$ cat src/rtl/instruction_fetch_unit_pkg.sv
// Shared types and constants for the fetch stage.
// Fault causes are encoded here for the trap logic downstream.
package instruction_fetch_unit_pkg;

  typedef enum logic [2:0] {
    IDLE,
    REQ,
    WAIT,
    VALID,
    DRAIN
  } fetch_state_t;

  localparam logic [31:0] NOP_INSTR    = 32'h0000_0013;
  localparam logic [31:0] EBREAK_INSTR = 32'h0010_0073;

  typedef enum logic [1:0] {
    FAULT_NONE,
    MISALIGNED,
    BUS_ERR,
    TIMEOUT
  } fault_cause_t;

endpackage

$ cat src/rtl/instruction_fetch_unit_timeout.sv
// Response watchdog for the fetch stage.
// Counts up to TIMEOUT_CYCLES-1 and holds there until cleared.
module fetch_timeout_counter #(
  parameter int TIMEOUT_CYCLES = 64
) (
  input  logic clk,
  input  logic rst_n,
  input  logic clear,
  input  logic enable,
  output logic expired
);

  logic [7:0] count;

  assign expired = (count == 8'(TIMEOUT_CYCLES - 1));

  always_ff @(posedge clk or negedge rst_n) begin
    if (!rst_n) begin
      count <= '0;
    end else if (clear) begin
      count <= '0;
    end else if (enable && !expired) begin
      count <= count + 8'd1;
    end
  end

endmodule

$ cat src/rtl/instruction_fetch_unit.sv
// Fetch stage: one outstanding request to instruction memory,
// the returned word is held for the core behind a valid/ready handshake.
module instruction_fetch_unit #(
  parameter int          ADDR_WIDTH     = 32,
  parameter logic [31:0] NOP_INSTR      = 32'h0000_0013,
  parameter int          TIMEOUT_CYCLES = 64
) (
  input  logic                  clk,
  input  logic                  rst_n,
  input  logic [ADDR_WIDTH-1:0] pc,
  input  logic                  pc_valid,
  input  logic                  flush,
  output logic [31:0]           instr,
  output logic [ADDR_WIDTH-1:0] instr_pc,
  output logic                  instr_valid,
  input  logic                  instr_ready,
  output logic                  fetch_fault,
  output logic                  mem_req_valid,
  input  logic                  mem_req_ready,
  output logic [ADDR_WIDTH-1:0] mem_req_addr,
  input  logic                  mem_resp_valid,
  input  logic [31:0]           mem_resp_data,
  input  logic                  mem_resp_err
);

  import instruction_fetch_unit_pkg::*;

  fetch_state_t state;
  fetch_state_t state_next;
  logic         expired;
  logic         aligned;
  logic         done;

  assign aligned       = (pc[1:0] == 2'b00);
  assign done          = mem_resp_valid || expired;
  assign instr_valid   = (state == VALID);
  assign mem_req_valid = (state == REQ);

  fetch_timeout_counter #(
    .TIMEOUT_CYCLES(TIMEOUT_CYCLES)
  ) u_timeout (
    .clk    (clk),
    .rst_n  (rst_n),
    .clear  (state == REQ),
    .enable ((state == WAIT) || (state == DRAIN)),
    .expired(expired)
  );

  always_ff @(posedge clk or negedge rst_n) begin
    if (!rst_n) begin
      state <= IDLE;
    end else begin
      state <= state_next;
    end
  end

  // A flush racing an accepted request still owes us a response: drain it.
  always_comb begin
    state_next = state;
    unique case (state)
      IDLE: begin
        if (pc_valid && !flush) begin
          state_next = aligned ? REQ : VALID;
        end
      end
      REQ: begin
        if (flush) begin
          state_next = mem_req_ready ? DRAIN : IDLE;
        end else if (mem_req_ready) begin
          state_next = WAIT;
        end
      end
      WAIT: begin
        if (flush) begin
          state_next = done ? IDLE : DRAIN;
        end else if (done) begin
          state_next = VALID;
        end
      end
      DRAIN: begin
        if (done) begin
          state_next = IDLE;
        end
      end
      VALID: begin
        if (flush || instr_ready) begin
          state_next = IDLE;
        end
      end
      default: state_next = IDLE;
    endcase
  end

  always_ff @(posedge clk or negedge rst_n) begin
    if (!rst_n) begin
      instr        <= NOP_INSTR;
      instr_pc     <= '0;
      fetch_fault  <= 1'b0;
      mem_req_addr <= '0;
    end else begin
      unique case (state)
        IDLE: begin
          if (pc_valid && !flush) begin
            instr_pc <= pc;
            if (aligned) begin
              mem_req_addr <= {pc[ADDR_WIDTH-1:2], 2'b00};
            end else begin
              instr       <= NOP_INSTR;
              fetch_fault <= 1'b1;
            end
          end
        end
        WAIT: begin
          if (!flush) begin
            if (mem_resp_valid) begin
              instr       <= mem_resp_data;
              fetch_fault <= mem_resp_err;
            end else if (expired) begin
              instr       <= NOP_INSTR;
              fetch_fault <= 1'b1;
            end
          end
        end
        VALID: begin
          if (flush || instr_ready) begin
            instr       <= NOP_INSTR;
            fetch_fault <= 1'b0;
          end
        end
        default: ;
      endcase
    end
  end

endmodule
$ cat config.mk
export PLATFORM = sky130hd
export DESIGN_NAME = instruction_fetch_unit
export DESIGN_NICKNAME = d
export VERILOG_FILES = /design/src/rtl/instruction_fetch_unit_pkg.sv /design/src/rtl/instruction_fetch_unit_timeout.sv /design/src/rtl/instruction_fetch_unit.sv
export SDC_FILE = /design/constraint.sdc
export NUM_CORES = 1
export LEC_CHECK = 0
export ABC_AREA = 1
export CAP_MARGIN = 20
export CORE_MARGIN = 10
export CORE_UTILIZATION = 30
export CTS_CLUSTER_SIZE = 30
export DETAILED_ROUTE_END_ITERATION = 12
export PLACE_DENSITY = 0.56
export SLEW_MARGIN = 15
export SYNTH_ARGS = -nofsm -noshare
export SYNTH_HDL_FRONTEND = slang
export SYNTH_SLANG_ARGS = --single-unit
$ cat constraint.sdc
create_clock -name clk -period 1.5 [get_ports clk]
set_input_delay 0.225 -clock clk [delete_from_list [all_inputs] [get_ports clk]]
set_output_delay 0.225 -clock clk [all_outputs]
set_load 0.02 [all_outputs]
==> out/metrics.cfg <==
[logic_synthesis]
synth_most_common_cell=nand2_1
ys_seq_area_share_pct=57.0
synth_area_um2=4660
synthTopCellsByArea=dfrtp_1 55%, nand2_1 18%, nand3_1 5.3%, nor2_1 3.3%, o21ai_0 3.0%
synth-edff-count=0
syn_inst=570
synthFlopType=dfrtp_1
yosys.area.top_type=dfrtp_1
ys_warn_count=0
netlist_top_cells_count=225 x nand2_1, 103 x dfrtp_1, 49 x nand3_1, 41 x nor2_1, 37 x inv_1
ys_types=27
synth-seq-cells=106
yosys.area.top_type_share_pct=55.3
async_reset_ff_share_pct=100
avgSynthCellArea_um2=8.18

[floorplan]
ios=171
rows=45
die_h_um=145
core_um2=15200
initial_utilization_pct=30.7
die_area_um2=20900
die_x_um=145

[cts]
clock_sinks=106
cts_buffer_depth=2
htreeDepth=3
cts_tree=yes
cts_inserted_buffers=9
path_clk_slew_ns=0.08
insertion_delay_ns=0.36
cts-root-buf=clkbuf_16

[power]
leakage_uw=0.00399
power_density_nw_per_um2=2000
power.internal_uw=8620
pwr-share-comb_pct=51.5
fin_total_pwr_uw=14900
p_switching_uw=6290
peakVddDrop_mv=0.784
p_clk_share_pct=16.5
swShare_pct=42.2
pwr-share-seq_pct=32.0

[routing]
drc=0
first_pass_iters=4
avgViaCountPerCell=4.59
wire_per_inst_um=16.1
wirelength_mm=15.7
drt_iter0_drc=217
vias=4476
detail-route-antenna-nets=0

[grt]
track_usage_pct=14.2
grt_max_degree=35
grt_overflow=0
antenna_found_initial=0
grt_pass1_vias=4568
grt_pass1_wl_mm=23.6

[timing]
skew_ns=0.00642
finalSetupViolations=56
period_needed_ns=1.55
slew_viol_final=0
hold_viol=0
rsz0062_at_grt=true
finalCritPeriodShare_pct=103
fmax_mhz=644
fin_ws_ns=-0.0520

[setup_path]
cp-start-kind=flip-flop
critPathArrivalTime_ns=1.79
required_ns=1.74
criticalPathCategory=flip-flop to flip-flop
end_kind=flip-flop
critPathMaxFanout=12

[final_layout]
register_area_um2=2660
area_growth_pct=59.7
finalInstanceArea_um2=7440
finish.utilization_pct=49.0
fin_cells=975
multi_input_area_um2=1840
fillers=1480
nNetsFinal=855
drive_gt1_share_pct=16.6
antenna_cells=0

[placement]
place_congestion=0.823
port_buffers=168
dpl_worst_slack_ns=-0.273
placed_cell_area_um2=6850
hpwl_mm=10.8
post-place-cells=943

[worst_hold_path]
worstHoldPathType=primary input to asynchronous set/reset pin

[job]
cap_violations=0

[outcome]
status=finished with violations
violations=setup timing

## worst paths after layout
| check | startpoint | endpoint | slack (ns) | cells past startpoint |
|---|---|---|---|---|
| max | state[1] | mem_req_addr[21] | -0.05 | 7 |
| min | rst_n | instr_pc[3] | 0.36 | 2 |
| max reg2reg | state[1] | mem_req_addr[21] | -0.05 | 7 |
| min reg2reg | instr[0] | instr[0] | 0.46 | 2 |
| max in group asynchronous | rst_n | mem_req_addr[6] | 0.59 | 3 |
| min in group clk | pc[16] | mem_req_addr[16] | 0.43 | 3 |
## area by class of cell
cell class | count | area share, %
inverters | 41 | 2.10
flip-flops and latches | 106 | 35.7
clock buffers | 9 | 3.03
multi-input cells | 395 | 24.7
well taps | 188 | 3.16
repair buffers | 229 | 30.2
clock inverters | 7 | 1.11
## metal layers
| layer | wire length [µm] | up-vias | GRT usage [%] |
|---|---|---|---|
| met5 | 0 | - | 0 |
| met4 | 204 | 0 | 3.83 |
| met3 | 1750 | 18 | 7.33 |
| met2 | 6890 | 160 | 22.3 |
| met1 | 6850 | 2087 | 16.9 |
| li1 | - | 2211 | - |
## kinds of logic (layout without fill, tap and decap cells)
group,count (synthesis),count (layout),synth area share [%]
AO/OA/AOI/OAI,60,60,6.49
adder cells (fa/ha/maj),1,1,0.268
XOR/XNOR,3,3,0.564
flip-flops,106,106,57.0
buffers and inverters,70,286,6.82
other,1,2,0.0804
AND/OR/NAND/NOR,329,329,28.8
## per-stage QoR
| step | TNS, ns | hold WS (ns) |
|---|---|---|
| 4_1_cts | -3.72 | 0.363 |
| 6_report | -1.67 | 0.359 |
| 3_3_place_gp | -16.57 | 0.213 |
| 2_1_floorplan | 0 | -0.0706 |
| 3_5_place_dp | -17.22 | 0.215 |
| 5_1_grt | -8.24 | 0.400 |
## cells in the final DEF (no fill, tap or decap), drive strengths merged
cell | Yosys | final
clkinvlp | 0 | 1
buf | 19 | 57
nand3 | 51 | 51
clkdlybuf4s50 | 0 | 70
o211ai | 1 | 1
inv | 41 | 44
xnor2 | 1 | 1
o21ai | 56 | 56
clkinv | 0 | 2
dfrtp | 103 | 103
nor3 | 1 | 1
bufinv | 0 | 1
xor2 | 2 | 2
ha | 1 | 1
clkbuf | 10 | 15
nor2 | 44 | 44
conb | 1 | 2
a21oi | 3 | 3
nand2 | 226 | 226
or2 | 3 | 3
dfstp | 3 | 3
dlygate4sd2 | 0 | 95
or3 | 1 | 1
dlygate4sd3 | 0 | 1
nand4 | 3 | 3
## flip-flops by register name, summed over array words and instances, names as in the netlist
name	count
instr_pc	32
instr	32
fetch_fault	1
mem_req_addr	30
u_timeout.count	8
state	3
## timing repair
action | 4_1_cts | 5_1_grt
hold endpoints to repair | 26 | 0
endpoints found under the setup margin | 140 | 108
pin swaps | 2 | 5
gates resized for setup | 127 | 52
hold buffers | 1 | 0
setup buffers | 7 | 1
gates cloned | 3 | 6
## worst max-delay path: stages, from the launching register on
cell,delay (ns)
dfrtp_1,0.41
buf_6,0.13
nor2_4,0.10
nand2_2,0.07
or3_4,0.42
buf_6,0.18
nand2_1,0.06
o21ai_1,0.05
## power groups by stage
stage               combinational, µW  clock (µW)  sequential [µW]
floorplan                        2320           0             6090
global placement                 7430           0             4800
detailed placement               7500           0             4840
CTS                              7130        2540             4760
global route                     8380        2640             4930
finish                           7680        2460             4770
Note: power is estimated with default switching activity, not from simulation.
